`config.mk`:
```
export PLATFORM = sky130hd
export DESIGN_NAME = bloom_loader
export DESIGN_NICKNAME = d
export VERILOG_FILES = /design/src/rtl/bloom_loader.sv
export SDC_FILE = /design/constraint.sdc
export NUM_CORES = 1
export LEC_CHECK = 0
export ABC_AREA = 1
export BUFFER_PORTS_ARGS = -buffer_cell sky130_fd_sc_hd__buf_4
export CAP_MARGIN = 5
export CORE_ASPECT_RATIO = 0.6
export CORE_MARGIN = 1.5
export CORE_UTILIZATION = 48
export DETAILED_ROUTE_END_ITERATION = 8
export PLACE_DENSITY = 0.8
export RECOVER_POWER = 50
export SLEW_MARGIN = 20
export SYNTH_ARGS = -nofsm -noshare
export SYNTH_HDL_FRONTEND = slang
export SYNTH_SLANG_ARGS = --single-unit
```
`constraint.sdc`:
```
create_clock -name clk_i -period 2.3 [get_ports clk_i]
set_input_delay 0 -clock clk_i [delete_from_list [all_inputs] [get_ports clk_i]]
set_output_delay 0 -clock clk_i [all_outputs]
set_load 0.01 [all_outputs]
```
`src/rtl/bloom_loader.sv`:
```
// Programming sequencer for the Bloom filter settings port: turns host CLEAR/SET/UNSET
// commands into single, correctly spaced filter transactions with timeout and status counters.
module bloom_loader #(
  parameter int MIN_S      = 4,
  parameter int MAX_S      = 16,
  parameter int HASH_CNT   = 10,
  parameter int HASH_WIDTH = 12,
  parameter int ACK_GUARD  = 4,
  parameter int TIMEOUT    = 4096
) (
  input  logic                           clk_i,
  input  logic                           rst_i,
  input  logic                           cmd_valid_i,
  output logic                           cmd_ready_o,
  input  logic [1:0]                     cmd_op_i,
  input  logic [4:0]                     cmd_str_len_i,
  input  logic [HASH_CNT*HASH_WIDTH-1:0] cmd_hash_i,
  input  logic [HASH_CNT-1:0]            cmd_hash_mask_i,
  output logic [4:0]                     str_len_o,
  output logic [HASH_CNT*HASH_WIDTH-1:0] hash_o,
  output logic [HASH_CNT-1:0]            hash_mask_val_o,
  output logic                           wr_data_o,
  output logic                           wr_stb_o,
  output logic                           full_clr_stb_o,
  input  logic                           ready_i,
  input  logic                           full_clr_done_i,
  output logic                           busy_o,
  output logic                           len_err_o,
  output logic                           timeout_o,
  output logic [15:0]                    wr_cnt_o,
  output logic [7:0]                     clr_cnt_o
);

  typedef enum logic [2:0] {
    IDLE, ISSUE, GUARD, WAIT_WR, CLR_GUARD, WAIT_CLR
  } state_t;

  localparam logic [1:0] OP_CLEAR = 2'd1;
  localparam logic [1:0] OP_SET   = 2'd2;
  localparam logic [1:0] OP_UNSET = 2'd3;

  localparam int GW = (ACK_GUARD > 1) ? $clog2(ACK_GUARD) : 1;
  localparam logic [GW-1:0] GUARD_LAST = GW'(ACK_GUARD - 1);
  localparam logic [12:0]   WAIT_LAST  = 13'(TIMEOUT - 1);

  state_t        state;
  logic [GW-1:0] guard_cnt;
  logic [12:0]   wait_cnt;
  logic          accept;
  logic          len_ok;
  logic          wait_expired;

  assign accept       = cmd_valid_i & cmd_ready_o;
  assign len_ok       = (cmd_str_len_i >= 5'(MIN_S)) && (cmd_str_len_i <= 5'(MAX_S));
  assign wait_expired = (wait_cnt == WAIT_LAST);

  // Strobes default low so each is a single-cycle pulse; a completion is checked
  // before expiry so a ready arriving on the last wait cycle still counts.
  always_ff @(posedge clk_i) begin
    if (!rst_i) begin
      state           <= IDLE;
      cmd_ready_o     <= 1'b0;
      busy_o          <= 1'b0;
      str_len_o       <= '0;
      hash_o          <= '0;
      hash_mask_val_o <= '0;
      wr_data_o       <= 1'b0;
      wr_stb_o        <= 1'b0;
      full_clr_stb_o  <= 1'b0;
      len_err_o       <= 1'b0;
      timeout_o       <= 1'b0;
      wr_cnt_o        <= '0;
      clr_cnt_o       <= '0;
      guard_cnt       <= '0;
      wait_cnt        <= '0;
    end else begin
      wr_stb_o       <= 1'b0;
      full_clr_stb_o <= 1'b0;
      case (state)
        IDLE: begin
          cmd_ready_o <= 1'b1;
          busy_o      <= 1'b0;
          if (accept) begin
            case (cmd_op_i)
              OP_CLEAR: begin
                full_clr_stb_o <= 1'b1;
                guard_cnt      <= '0;
                state          <= CLR_GUARD;
                cmd_ready_o    <= 1'b0;
                busy_o         <= 1'b1;
              end
              OP_SET, OP_UNSET: begin
                if (len_ok) begin
                  str_len_o       <= cmd_str_len_i;
                  hash_o          <= cmd_hash_i;
                  hash_mask_val_o <= cmd_hash_mask_i;
                  wr_data_o       <= (cmd_op_i == OP_SET);
                  wait_cnt        <= '0;
                  state           <= ISSUE;
                  cmd_ready_o     <= 1'b0;
                  busy_o          <= 1'b1;
                end else begin
                  len_err_o <= 1'b1;
                end
              end
              default: ;
            endcase
          end
        end
        ISSUE: begin
          if (ready_i) begin
            wr_stb_o  <= 1'b1;
            guard_cnt <= '0;
            state     <= GUARD;
          end else if (wait_expired) begin
            timeout_o   <= 1'b1;
            state       <= IDLE;
            cmd_ready_o <= 1'b1;
            busy_o      <= 1'b0;
          end else begin
            wait_cnt <= wait_cnt + 13'd1;
          end
        end
        GUARD: begin
          if (guard_cnt == GUARD_LAST) begin
            wait_cnt <= '0;
            state    <= WAIT_WR;
          end else begin
            guard_cnt <= guard_cnt + GW'(1);
          end
        end
        WAIT_WR: begin
          if (ready_i) begin
            if (wr_cnt_o != 16'hFFFF) wr_cnt_o <= wr_cnt_o + 16'd1;
            state       <= IDLE;
            cmd_ready_o <= 1'b1;
            busy_o      <= 1'b0;
          end else if (wait_expired) begin
            timeout_o   <= 1'b1;
            state       <= IDLE;
            cmd_ready_o <= 1'b1;
            busy_o      <= 1'b0;
          end else begin
            wait_cnt <= wait_cnt + 13'd1;
          end
        end
        // Done pulses seen here are still from the filter's pipeline, so they are dropped.
        CLR_GUARD: begin
          if (guard_cnt == GUARD_LAST) begin
            wait_cnt <= '0;
            state    <= WAIT_CLR;
          end else begin
            guard_cnt <= guard_cnt + GW'(1);
          end
        end
        WAIT_CLR: begin
          if (full_clr_done_i) begin
            if (clr_cnt_o != 8'hFF) clr_cnt_o <= clr_cnt_o + 8'd1;
            state       <= IDLE;
            cmd_ready_o <= 1'b1;
            busy_o      <= 1'b0;
          end else if (wait_expired) begin
            timeout_o   <= 1'b1;
            state       <= IDLE;
            cmd_ready_o <= 1'b1;
            busy_o      <= 1'b0;
          end else begin
            wait_cnt <= wait_cnt + 13'd1;
          end
        end
        default: begin
          state       <= IDLE;
          cmd_ready_o <= 1'b1;
          busy_o      <= 1'b0;
        end
      endcase
    end
  end

endmodule

```
==> impl_summary.txt <==
----------------------------------------------------
[Status]
  Run status ... finished, final reports clean

[Yosys]
  Gate count of the mapped netlist ... approximately 1,000
  Top_reg_cell synth ... sky130_fd_sc_hd__dfxtp_1
  Proportion of synthesized chip area in sequential cells ... between 50% and 60%
  Unique masters post-synth ... 32
  Total number of yosys warnings ... 0
  Seq cells post-synth ... about 180
  Fraction of synthesis flops using an asynchronous set or reset pin ... 0%
  Synthesized net count ... between 1,000 and 1,500
  Synthesized area per cell ... between 7 and 8 um2
  EDFF count, synth ... 0
  Mapped cell area ... approximately 0.0073 mm2

[Clock tree]
  Worst skew pair latency ... around 0.43 ns
  Maximum buffer depth of the clock tree ... 2
  Post-CTS setup-driven buffer insertion count ... 0
  Number of H-tree branching levels ... 4
  TritonCTS Buffers ... 17
  TritonCTS clock tree ... built
  Clk pin slew, worst setup/hold paths ... 0.08 ns
  Clock root cell ... sky130_fd_sc_hd__clkbuf_16
  CTS sink count ... about 180

[Worst setup path]
  Logic depth of the worst path, buffers included ... 8
  CP max FO ... about 140
  Critical path type ... reg2reg
  Cell Chain, Critical Path ... nor2_4 > nand2_2 > inv_2 > nand2_2 > nor3_4 > clkbuf_16 > o21ai_0 > nor2_1
  Element type at the critical path start ... register
  Crit path max-delay family ... simple AND/OR/NAND/NOR gates
  CP Data Arrival Time ... about 2.5 ns
  Delay of the slowest critical-path stage ... between 0.4 and 0.5 ns
  Startpoint of the most critical setup path ... state[1]
  Slowest cell on crit path ... sky130_fd_sc_hd__clkbuf_16
  Beginning of the worst register-to-register path ... state[1]
  Required time worst endpoint ... around 2.7 ns
  Cell with the most instances on the worst path ... sky130_fd_sc_hd__nand2_2
  Count of cells along the worst register-to-register path ... 8
  Count of buffering cells on the critical path with inverters included ... 2
  Kind of end point of the critical path ... register

[Drt]
  Ratio of routed vias to standard cells ... between 5 and 6
  Overall via count from detail_route ... 8,841
  Number of remaining DRC errors ... 0
  Routed wire length per instance ... 17.1 um
  Post-DRT Antenna Nets ... 0
  Count of TritonRoute iterations in the first routing pass ... 5
  Starting DRC count in detailed routing ... between 800 and 900
  Final Routed Wirelength ... about 28 mm

[Power and ir drop]
  IR Drop Worst-Case VDD ... around 0.47 mV
  P_sw ... roughly 2.1 mW
  Power density over the cells ... 663 mW/mm2
  Part of the total power dissipated in combinational logic ... 14.8%
  Share of power burned in the clock network ... about two fifths
  Sw Ratio ... about 28%
  Power after layout ... approximately 7.4 mW
  Power Internal ... between 5 and 6 mW
  Share of power burned in registers ... between 40% and 50%
  Leak Pwr ... between 4 and 5 nW

[Floorplan]
  Placement row count ... 34
  Die ar. ... 0.0160 mm2
  Top Ports ... ~300
  Starting density of the core ... between 40 and 50%
  Die boundary height ... 98.7 um
  CORE AREA ... roughly 0.015 mm2
  Floorplan die width ... around 160 um

[Layout]
  Layout cells sized above 1 ... roughly an eighth
  FF+latch area ... about 0.0037 mm2
  Post-layout nets ... roughly 1,600
  Area used by multi-input combinational logic ... 0.00325 mm2
  Core utilization of the finished layout ... 75.6%
  Area growth from synthesis to final layout ... 51.5%
  Number of fillers in the final layout ... 1,111

[STA]
  Final number of setup-violating endpoints ... 0
  Final clock period utilization by the worst path ... between 90% and 100%
  Minimum period implied by the final worst setup slack ... ~2.2 ns
  Max Clock Skew ... ~0.017 ns
  Transition at the pin with the smallest max-transition slack ... about 0.56 ns
  RSZ-0062 raised after global routing ... no
  Tightest hold margin ... roughly 0.031 ns
  Max transition margin ... between 60 and 70%
  Max Clock Freq ... roughly 460 MHz
  Final Hold Viols ... 0
  Fin. max-slew vios ... 0
  Setup Total Neg Slack ... 0 ns

[Min path]
  Worst hold path cell count ... 6
  Worst hold path type ... in2reg
  Hold Crit Start ... full_clr_done_i

[Placement]
  Gpl congestion ... 0.896
  Placed wire-length estimate ... 15.9 mm
  Count of input and output buffers ... roughly 310

[Global routing]
  All-Layer GR Usage ... a little over a third
  Global-route wire length before repair ... about 45 mm
  Busiest layer in global routing ... met2
  Remaining global-route overflow ... 0
  Largest net degree at the start of global routing ... 139
  GR Util met1 ... a little over two fifths
  Global-route met3 utilization ... around 9.6%
  Global-route track usage on met2 ... 57.2%
  Vias in the first global route ... a little under 9,000
  Number of antenna violations at the first check in global routing ... 1

[Job]
  Number of maximum-capacitance violations ... 0

----------------------------------------------------
## synthesized netlist by cell type (3+ instances only)
cell type,n,area (um2)
sky130_fd_sc_hd__nand3_1,40,200
sky130_fd_sc_hd__nand4_1,9,56.3
sky130_fd_sc_hd__nor2_1,345,1290
sky130_fd_sc_hd__xnor2_1,6,52.6
sky130_fd_sc_hd__a21o_1,3,22.5
sky130_fd_sc_hd__xor2_1,4,35.0
sky130_fd_sc_hd__nor3_1,3,15.0
sky130_fd_sc_hd__buf_2,24,120
sky130_fd_sc_hd__inv_1,34,128
sky130_fd_sc_hd__dfxtp_1,184,3680
sky130_fd_sc_hd__o21ai_0,151,756
sky130_fd_sc_hd__clkbuf_1,30,113
sky130_fd_sc_hd__a21oi_1,39,195
sky130_fd_sc_hd__nor3b_1,3,22.5
sky130_fd_sc_hd__nand2_1,116,435
sky130_fd_sc_hd__ha_1,4,50.1
## flip-flops by register name, indices dropped and copies added, names as in the netlist
name / count
busy_o: 1
clr_cnt_o: 8
cmd_ready_o: 1
full_clr_stb_o: 1
guard_cnt: 2
hash_mask_val_o: 10
hash_o: 120
len_err_o: 1
state: 3
str_len_o: 5
timeout_o: 1
wait_cnt: 13
wr_cnt_o: 16
wr_data_o: 1
wr_stb_o: 1
## power by group through the flow
stage | Clock [mW] | Sequential [mW] | Combinational (mW)
detailed placement | 0 | 3.48 | 0.943
finish | 2.84 | 3.43 | 1.09
CTS | 2.84 | 3.41 | 1.14
global placement | 0 | 3.48 | 0.932
floorplan | 0 | 3.54 | 0.366
global route | 3.01 | 3.44 | 1.17
## metal layers
metal	up-vias	wire, um
met5	-	0
met4	0	1720
met3	134	2340
met2	535	13200
met1	4066	11000
li1	4106	-
## cell families after synthesis
kind of cell / synth area share [%]
adders and majority gates: 0.684
xor gates and xnor gates: 1.20
and+or+nand+nor: 28.6
buffers and inverters: 5.25
DFF: 50.3
AOI/OAI and AO/OA: 13.9
## cells in the final DEF, fill, tap and decap left out, types with 2 or more instances in the layout
master                          instances
sky130_fd_sc_hd__clkbuf_16             18
sky130_fd_sc_hd__buf_4                147
sky130_fd_sc_hd__ha_1                   4
sky130_fd_sc_hd__xor2_1                 4
sky130_fd_sc_hd__a21oi_1               39
sky130_fd_sc_hd__clkinv_4               4
sky130_fd_sc_hd__nand2_2                2
sky130_fd_sc_hd__dlygate4sd3_1        138
sky130_fd_sc_hd__nand3_1               40
sky130_fd_sc_hd__a31oi_1                2
sky130_fd_sc_hd__nor3_1                 3
sky130_fd_sc_hd__a21o_1                 3
sky130_fd_sc_hd__o21bai_1               2
sky130_fd_sc_hd__inv_1                 34
sky130_fd_sc_hd__buf_12                 3
sky130_fd_sc_hd__nor2_1               345
sky130_fd_sc_hd__o21ai_0              151
sky130_fd_sc_hd__nor3b_1                3
sky130_fd_sc_hd__clkinvlp_4             2
sky130_fd_sc_hd__nand2_1              116
sky130_fd_sc_hd__xnor2_1                6
sky130_fd_sc_hd__dfxtp_1              184
sky130_fd_sc_hd__inv_6                  3
sky130_fd_sc_hd__inv_8                  3
sky130_fd_sc_hd__nand4_1                9
sky130_fd_sc_hd__clkbuf_1             166
## worst min-delay path, stage by stage
cell and delay [ns]:
sky130_fd_sc_hd__buf_4 0.10, sky130_fd_sc_hd__nor2_1 0.04, sky130_fd_sc_hd__nand2_1 0.07, sky130_fd_sc_hd__nand3_1 0.07
sky130_fd_sc_hd__nand2_1 0.06, sky130_fd_sc_hd__a21oi_1 0.05
## metrics by stage
stage	setup WS [ns]	std cells	area (um2)
after detailed placement	0.334	1474	9750
after global placement	0.414	1474	9750
after CTS	0.322	1644	11700
final	0.143	1645	11100
after global routing	0.00729	1645	11100
after floorplan	0.564	1015	7320
## layout make-up
| type | count | area share (%) |
|---|---|---|
| Tap cell | 198 | 2.23 |
| Antenna cell | 1 | 0.0226 |
| Clock inverter | 14 | 1.18 |
| Sequential cell | 184 | 33.2 |
| Inverter | 37 | 1.27 |
| Timing Repair Buffer | 455 | 28.8 |
| Multi-Input combinational cell | 738 | 29.3 |
| Clock buffer | 18 | 3.96 |
## worst paths after layout
path | slack, ns | to
worst min register to register | 0.46 | wait_cnt[12]
worst max register to register | 0.14 | hash_o[53]
worst max-delay path | 0.14 | hash_o[53]
worst min-delay path | 0.03 | state[2]
## timing repair
item	in CTS	in global routing
endpoints found under the setup margin	0	1
gates resized for setup	0	1
hold buffers	138	0
endpoints found under the hold margin	139	0
Power figures use the tool's default switching activity.
